<file path="config.mk">
export PLATFORM = sky130hd
export DESIGN_NAME = issue_scoreboard
export DESIGN_NICKNAME = d
export VERILOG_FILES = /design/src/rtl/issue_scoreboard_pkg.sv /design/src/rtl/issue_scoreboard_wb_slot_tracker.sv /design/src/rtl/issue_scoreboard.sv
export SDC_FILE = /design/constraint.sdc
export NUM_CORES = 1
export LEC_CHECK = 0
export CAP_MARGIN = 15
export CORE_ASPECT_RATIO = 1.1
export CORE_MARGIN = 3
export CORE_UTILIZATION = 51
export CTS_CLUSTER_DIAMETER = 200
export DETAILED_ROUTE_END_ITERATION = 12
export PLACE_DENSITY_LB_ADDON = 0.08
export SLEW_MARGIN = 10
export SYNTH_ARGS = -nofsm -noshare
export SYNTH_HDL_FRONTEND = slang
export SYNTH_HIERARCHICAL = 1
export SYNTH_SLANG_ARGS = --single-unit
</file>
<file path="constraint.sdc">
create_clock -name clk -period 4.95 [get_ports clk]
set_clock_uncertainty 0.05 [all_clocks]
set_input_delay 1.2375 -clock clk [delete_from_list [all_inputs] [get_ports clk]]
set_output_delay 1.2375 -clock clk [all_outputs]
set_load 0.01 [all_outputs]
</file>
<file path="src/rtl/issue_scoreboard_pkg.sv">
// Shared constants for the issue scoreboard: pipe indices, default latencies
// and the variable-latency pipe state encoding.
package issue_scoreboard_pkg;

    localparam int DEF_NUM_PIPES = 4;
    localparam int DEF_MAX_LAT   = 8;
    localparam int LAT_W         = 8;

    localparam int PIPE_L1  = 0;
    localparam int PIPE_L2  = 1;
    localparam int PIPE_VAR = 2;
    localparam int PIPE_L3  = 3;

    // One LAT_W field per pipe, pipe 3 in the top field; 0 marks the variable pipe.
    localparam logic [DEF_NUM_PIPES*LAT_W-1:0] DEF_PIPE_LAT = {8'd3, 8'd0, 8'd2, 8'd1};

    typedef enum logic {
        VAR_IDLE = 1'b0,
        VAR_BUSY = 1'b1
    } var_state_e;

endpackage

</file>
<file path="src/rtl/issue_scoreboard_wb_slot_tracker.sv">
// Write-back slot reservation shifter: resv[k] set means the WB port is taken
// k cycles from now.
module wb_slot_tracker #(
    parameter int MAX_LAT = 8
) (
    input  logic               clk,
    input  logic               rst,
    input  logic [MAX_LAT-1:1] reserve,
    output logic [MAX_LAT:1]   resv
);

    logic [MAX_LAT:1] resv_q;
    logic [MAX_LAT:1] resv_d;

    // The top slot is never reserved: a latency-L issue lands in slot L-1 next cycle.
    always_comb begin
        resv_d = '0;
        for (int k = 1; k < MAX_LAT; k++) begin
            resv_d[k] = resv_q[k+1] | reserve[k];
        end
    end

    always_ff @(posedge clk or posedge rst) begin
        if (rst) begin
            resv_q <= '0;
        end else begin
            resv_q <= resv_d;
        end
    end

    assign resv = resv_q;

endmodule

</file>
<file path="src/rtl/issue_scoreboard.sv">
// In-order issue scoreboard: register pending bits, WB-port slot reservation
// and arbitration of the single variable-latency pipe.
module issue_scoreboard
    import issue_scoreboard_pkg::*;
#(
    parameter int                         NUM_REGS         = 32,
    parameter int                         NUM_PIPES        = DEF_NUM_PIPES,
    parameter int                         MAX_LAT          = DEF_MAX_LAT,
    parameter logic [NUM_PIPES*LAT_W-1:0] PIPE_LAT         = DEF_PIPE_LAT,
    parameter int                         VAR_PIPE         = PIPE_VAR,
    parameter bit                         ENABLE_BYPASS_WB = 1'b1,
    localparam int                        REG_W            = $clog2(NUM_REGS)
) (
    input  logic                 clk,
    input  logic                 rst,
    input  logic                 stall,
    input  logic                 flush,
    input  logic                 id_valid,
    input  logic [NUM_PIPES-1:0] id_pipe,
    input  logic [REG_W-1:0]     id_rd,
    input  logic [REG_W-1:0]     id_rs1,
    input  logic [REG_W-1:0]     id_rs2,
    input  logic                 id_rd_we,
    input  logic                 id_rs1_used,
    input  logic                 id_rs2_used,
    input  logic                 wb_en,
    input  logic [REG_W-1:0]     wb_rd,
    input  logic                 var_done,
    output logic                 var_wb_grant,
    output logic                 issue,
    output logic                 sb_conflict,
    output logic                 wb_conflict,
    output logic                 var_busy,
    output logic [NUM_REGS-1:0]  pending
);

    logic [NUM_REGS-1:0] pending_q, pending_d;
    var_state_e          state_q, state_d;
    logic [MAX_LAT:1]    resv;
    logic [MAX_LAT-1:1]  reserve;
    logic [LAT_W-1:0]    id_lat;
    logic                sb_raw, wb_raw, grant_raw;

    function automatic logic operand_blocked(
        input logic [NUM_REGS-1:0] pend,
        input logic                used,
        input logic [REG_W-1:0]    r,
        input logic                wb_valid,
        input logic [REG_W-1:0]    wb_reg
    );
        logic bypass;
        bypass = ENABLE_BYPASS_WB && wb_valid && (wb_reg == r);
        return used && (r != '0) && pend[r] && !bypass;
    endfunction

    always_comb begin
        id_lat = '0;
        for (int p = 0; p < NUM_PIPES; p++) begin
            if (id_pipe[p]) begin
                id_lat = id_lat | PIPE_LAT[p*LAT_W +: LAT_W];
            end
        end
    end

    assign grant_raw = var_done && (state_q == VAR_BUSY) && !resv[1];

    always_comb begin
        sb_raw = operand_blocked(pending_q, id_rs1_used, id_rs1, wb_en, wb_rd)
               | operand_blocked(pending_q, id_rs2_used, id_rs2, wb_en, wb_rd)
               | operand_blocked(pending_q, id_rd_we,    id_rd,  wb_en, wb_rd);
        // Single-cycle pipes write back in the slot the variable result was just granted.
        wb_raw = (id_lat == LAT_W'(1)) && grant_raw;
        for (int k = 2; k <= MAX_LAT; k++) begin
            if (id_rd_we && (id_lat == LAT_W'(k)) && resv[k]) begin
                wb_raw = 1'b1;
            end
        end
    end

    // Every output is forced low while reset is held, independent of the inputs.
    assign sb_conflict  = sb_raw && !rst;
    assign wb_conflict  = wb_raw && !rst;
    assign var_busy     = (state_q == VAR_BUSY) && !rst;
    assign var_wb_grant = grant_raw && !rst;
    assign issue        = id_valid && !stall && !flush && !sb_conflict && !wb_conflict
                          && !(var_busy && id_pipe[VAR_PIPE]) && !rst;

    genvar gi;
    generate
        for (gi = 1; gi < MAX_LAT; gi++) begin : g_reserve
            assign reserve[gi] = issue && id_rd_we && (id_lat == LAT_W'(gi + 1));
        end
    endgenerate

    wb_slot_tracker #(
        .MAX_LAT (MAX_LAT)
    ) u_wb_slot_tracker (
        .clk     (clk),
        .rst     (rst),
        .reserve (reserve),
        .resv    (resv)
    );

    always_comb begin
        pending_d = pending_q;
        if (wb_en) begin
            pending_d[wb_rd] = 1'b0;
        end
        if (issue && id_rd_we && (id_rd != '0)) begin
            pending_d[id_rd] = 1'b1;
        end
    end

    always_comb begin
        state_d = state_q;
        case (state_q)
            VAR_IDLE: if (issue && id_pipe[VAR_PIPE]) state_d = VAR_BUSY;
            VAR_BUSY: if (grant_raw)                  state_d = VAR_IDLE;
            default:                                  state_d = VAR_IDLE;
        endcase
    end

    always_ff @(posedge clk or posedge rst) begin
        if (rst) begin
            pending_q <= '0;
            state_q   <= VAR_IDLE;
        end else begin
            pending_q <= pending_d;
            state_q   <= state_d;
        end
    end

    assign pending = pending_q;

endmodule

</file>
; ---- Word level (Yosys, flattened, before mapping)
; Index checks and enable logic that the tools add are counted.
[word_totals]
reg_bits = 40
output_inout_bits = 37
[classes]
magnitude_cmp = 6
eq_ne = 11
muxes = 24
bitwise_logic = 12
reduce_logical = 63
[op_table]
columns = cell, count
row1 = $mux 32, 2
row2 = $logic_and 1x1->1, 50
row3 = $and 32x32->32, 1
row4 = $not 32->32, 1
row5 = $or 32x32->32, 1
row6 = $lt 5x6->1 const B, 4
row7 = $bmux 1 s5, 3
row8 = $eq 5x5->1, 3
row9 = $reduce_bool 5->1, 3
row10 = $mux 1, 14
row11 = $eq 2x3->1 const B, 4
row12 = $demux 1 s5, 2
row13 = $ge 5x1->1 const B, 2
row14 = $logic_not 1->1, 10
row15 = $or 1x1->1, 8
row16 = $eq 2x2->1 const B, 2
row17 = $eq 2x4->1 const B, 1
row18 = $mux 2, 2
row19 = $eq 2x1->1 const B, 1
row20 = $pmux 1 s2, 1
row21 = $not 1->1, 1

; ---- Longest topological paths before layout
; Gate-level depths: netlist (run 1).
[depth]
word_depth = 20
ltp_mapped = 10

; ---- By module
; The synthesis (run 1) kept the hierarchy.
[modules_own_cells]
columns = module, n_inst, cells_per_inst, area_per_inst_um2
row1 = issue_scoreboard, 1, 300, 2788.9
row2 = wb_slot_tracker, 1, 16, 227.7

; ---- Least setup slack after synthesis (run 1)
; No wires, ideal clock.
[synth_timing]
kind = in2out
start = input port id_rs1[1]
end = output port issue
arrival_time_ns = 3.062
required_time_ns = 3.663
setup_slack_ns = 0.601
stages = 8
path_cell_list = clkbuf_1 > mux4_2 > mux2i_1 > a211oi_1 > o21ai_0 > nand3_4 > buf_6 > nor2_1
[synth_via]
elab_chain_len = 12
[synth_lines]
columns = element, line
row1 = from (decl), issue_scoreboard.sv:21  ; input logic [REG_W-1:0] id_rs1,
row2 = "$bmux 1 s5, or another cell as far along", issue_scoreboard.sv:53  ; return used && (r != '0) && pend[r] && !bypass;
row3 = "$mux 1 (not written as such), or another cell as far along", issue_scoreboard.sv:53
row4 = $logic_and 1x1->1 or $logic_not 1->1 (tied branches), issue_scoreboard.sv:53
row5 = $logic_and 1x1->1 (*), issue_scoreboard.sv:53
row6 = $or 1x1->1 (*), issue_scoreboard.sv:69  ; | operand_blocked(pending_q, id_rs2_used, id_rs2, wb_en, wb_rd)
row7 = $or 1x1->1 (*), issue_scoreboard.sv:70  ; | operand_blocked(pending_q, id_rd_we, id_rd, wb_en, wb_rd);
row8 = $logic_and 1x1->1 (*), issue_scoreboard.sv:81  ; assign sb_conflict = sb_raw && !rst;
row9 = $logic_not 1->1 (*), issue_scoreboard.sv:85  ; assign issue = id_valid && !stall && !flush && !sb_conflict && !wb_conflict
row10 = $logic_and 1x1->1 (*) (2 in series), issue_scoreboard.sv:85
row11 = $logic_and 1x1->1 (*) (2 in series), issue_scoreboard.sv:86  ; && !(var_busy && id_pipe[VAR_PIPE]) && !rst;
row12 = to (decl), issue_scoreboard.sv:30  ; output logic issue,
; Every way passes the cells marked *; elsewhere a longest branch is shown, timed or not. The select of a mux whose other input is x is not followed.

; ---- Worst setup path in the final report (run 1)
[layout_timing]
start = input port id_rd[4]
end = output port sb_conflict
[layout_via]
elab_chain_len = 6
[layout_lines]
columns = element, line
row1 = from (decl), issue_scoreboard.sv:20  ; input logic [REG_W-1:0] id_rd,
row2 = "$bmux 1 s5, or another cell as far along", issue_scoreboard.sv:53
row3 = "$mux 1 (not written as such), or another cell as far along", issue_scoreboard.sv:53
row4 = $logic_and 1x1->1 or $logic_not 1->1 (tied branches), issue_scoreboard.sv:53
row5 = $logic_and 1x1->1 (*), issue_scoreboard.sv:53
row6 = $or 1x1->1 (*), issue_scoreboard.sv:70
row7 = $logic_and 1x1->1 (*), issue_scoreboard.sv:81
row8 = to (decl), issue_scoreboard.sv:31  ; output logic sb_conflict,
; Marks and branches as above.

==> results of run 1 <==
worst reg2reg max path, cell delays in order, from the launching register on:
cell and delay, ns:
dfrtp_1 0.46, mux4_2 0.48, nor2b_1 0.15, a221o_1 0.30
o31ai_4 0.31, nand3_4 0.11, buf_4 0.25, o32ai_1 0.30
metrics by stage:
step                      setup slack (ns)  setup TNS (ns)
after detailed placement           -0.2352         -0.4161
final                               0.1373               0
after global placement             -0.2142         -0.3388
after floorplan                     0.6008               0
after global routing               0.05526               0
after CTS                           0.1364               0
registers in the layout (all words and copies together) (netlist names):
name / count
u_wb_slot_tracker/resv: 7
state_q: 1
pending: 32
cell type report:
class	count	area share, %
inverters	6	0.5466
flip-flops and latches	40	24.29
multi-input cells	246	45.28
clock inverters	1	0.7288
clock buffers	7	2.338
repair buffers	108	24.54
well taps	75	2.278
routing by layer:
metal / global-route usage (%) / share of wire, % / up-vias
li1: - / - / 1363
met1: 42.83 / 40 / 1544
met2: 46.86 / 45 / 226
met3: 7.692 / 11 / 32
met4: 12.34 / 3.3 / 0
met5: 0 / 0 / -
placed cells by master, fill, tap and decap left out, types with 3 or more instances in the layout:
cell type and instances:
a31oi_1 4, buf_4 35, clkbuf_8 7, clkdlybuf4s50_1 67
conb_1 5, dfrtp_1 40, dlygate4sd2_1 3, inv_1 6
mux2i_1 15, mux4_2 18, nand2_1 9, nand2b_1 3
nand3_1 7, nand3b_1 12, nor2_1 10, nor4_1 3
o21a_1 3, o21ai_0 58, o21ai_1 11, o22ai_1 3
or2_1 6, or3_1 33, or3b_2 3, xnor2_1 3
xor2_1 12
where the power goes:
part	internal [W]	switching [W]	leakage, nW
clock network	0.000178	0.000118	0.0645
logic	0.0000928	0.000102	0.993
registers	0.000335	0.00000947	0.526
total	0.000606	0.000229	1.58
worst paths after layout:
| path | slack (ns) | endpoint | from |
|---|---|---|---|
| max | 0.14 | sb_conflict | id_rd[4] |
| min | 0.39 | u_wb_slot_tracker/resv[5] | u_wb_slot_tracker/resv[6] |
| max reg2reg | 2.45 | state_q | pending[31] |
| min reg2reg | 0.39 | u_wb_slot_tracker/resv[5] | u_wb_slot_tracker/resv[6] |
| max in group asynchronous | 3.02 | pending[12] | rst |
| min in group asynchronous | 1.31 | u_wb_slot_tracker/resv[1] | rst |
==> results.cfg, run 1 <==
[pwr]
power_density_nw_per_um2 = 202.7
ir_worst_vdd_mv = 0.1488
power_w = 0.0008353
p_leak_nw = 1.583

[clock_network]
clockBufferDepth = 2
cts.hold.buffers_added = 0
cts_root_buf = clkbuf_8
cts-resized-gates = 4
clkTransAtPathRegs_ns = 0.08
cts_tree = done
cts_buffers = 5
cts_sinks = 40
cts_setup_buffers = 0
insertion_delay_ns = 0.29
htree_levels = 2

[status]
status = complete, no violations

[worst_setup_path]
crit_fanout = 4
cp_num_buf_inv = 3
critPathKind = in2out
critical-path-slowest-cell = clkdlybuf4s50_1
cp_num_cells = 8
worstSetupEndpointType = primary output
crit_chain = clkdlybuf4s50_1 -> or3b_2 -> o221ai_1 -> a221o_1 -> o31ai_4 -> buf_4 -> a31oi_1 -> dlygate4sd2_1
arrival_ns = 3.53
crit_required_ns = 3.66
critPathLaunchType = input pin
cp_slowest_stage_delay_ns = 0.52
reg2regPathDepth = 7
crit_family = buffers and inverters

[drt]
wl_per_cell_um = 21.35
via_count = 3165
first_pass_iters = 5
drc_errors = 0
first_iter_violations = 343
wirelength_mm = 10.31
drtAntennaViolNets = 0
viasPerCell = 6.553

[sta]
rsz0062_at_grt = false
period_needed_ns = 4.813
finalHoldViolCount = 0
post-route-period-util_pct = 97.23
fmax_mhz = 207.8
worst_pin_slew_ns = 0.5064
timing.hold.ws_ns = 0.3907
drv_slew = 0
max-slew-margin-rel_pct = 66.14
setup_viol = 0

[synth]
syn_area_um2 = 3005
ys_warn_count = 6
syn_inst = 314
syn_area_per_cell_um2 = 9.571

[global_routing]
grt_pass1_wl_mm = 16.24
grt_antenna_before_repair = 0
grt_max_degree = 35
grt_pass1_vias = 3090
grt_usage_pct = 30.94
gr-total-overflow = 0

[floorplanning]
core-area_um2 = 5535
die_w_um = 79.19
row_count = 28
start_util_pct = 54.29
io_pins = 71
dieArea_um2 = 6851
chipHeight_um = 86.51

[hold_path]
min_path_type = reg2reg
hold_depth = 1

[place]
dpl_cell_area_um2 = 3994
port_buffers = 70
post-place-cells = 475
gp_congestion = 1.036
hpwlAfterDp_mm = 7.569

[finish]
finalNetCount = 441
final_layout_size_suffix_gt1_share_pct = 17.65
utilization_pct = 74.43
fillerInstances = 435
stdcell_count = 483
area_growth_pct = 37.09
ff_latch_area_um2 = 1001
final_area_um2 = 4120
diodes = 0
multi_input_area_um2 = 1866

[flow_run]
drv_cap = 0
Power figures use the tool's default switching activity.
==> inputs of run 2 (changes only) <==
HOLD_SLACK_MARGIN = 0.1   (was default)
==> results of run 2 <==
Same layout as run 1: the final DEF is identical, and so are final timing and power.
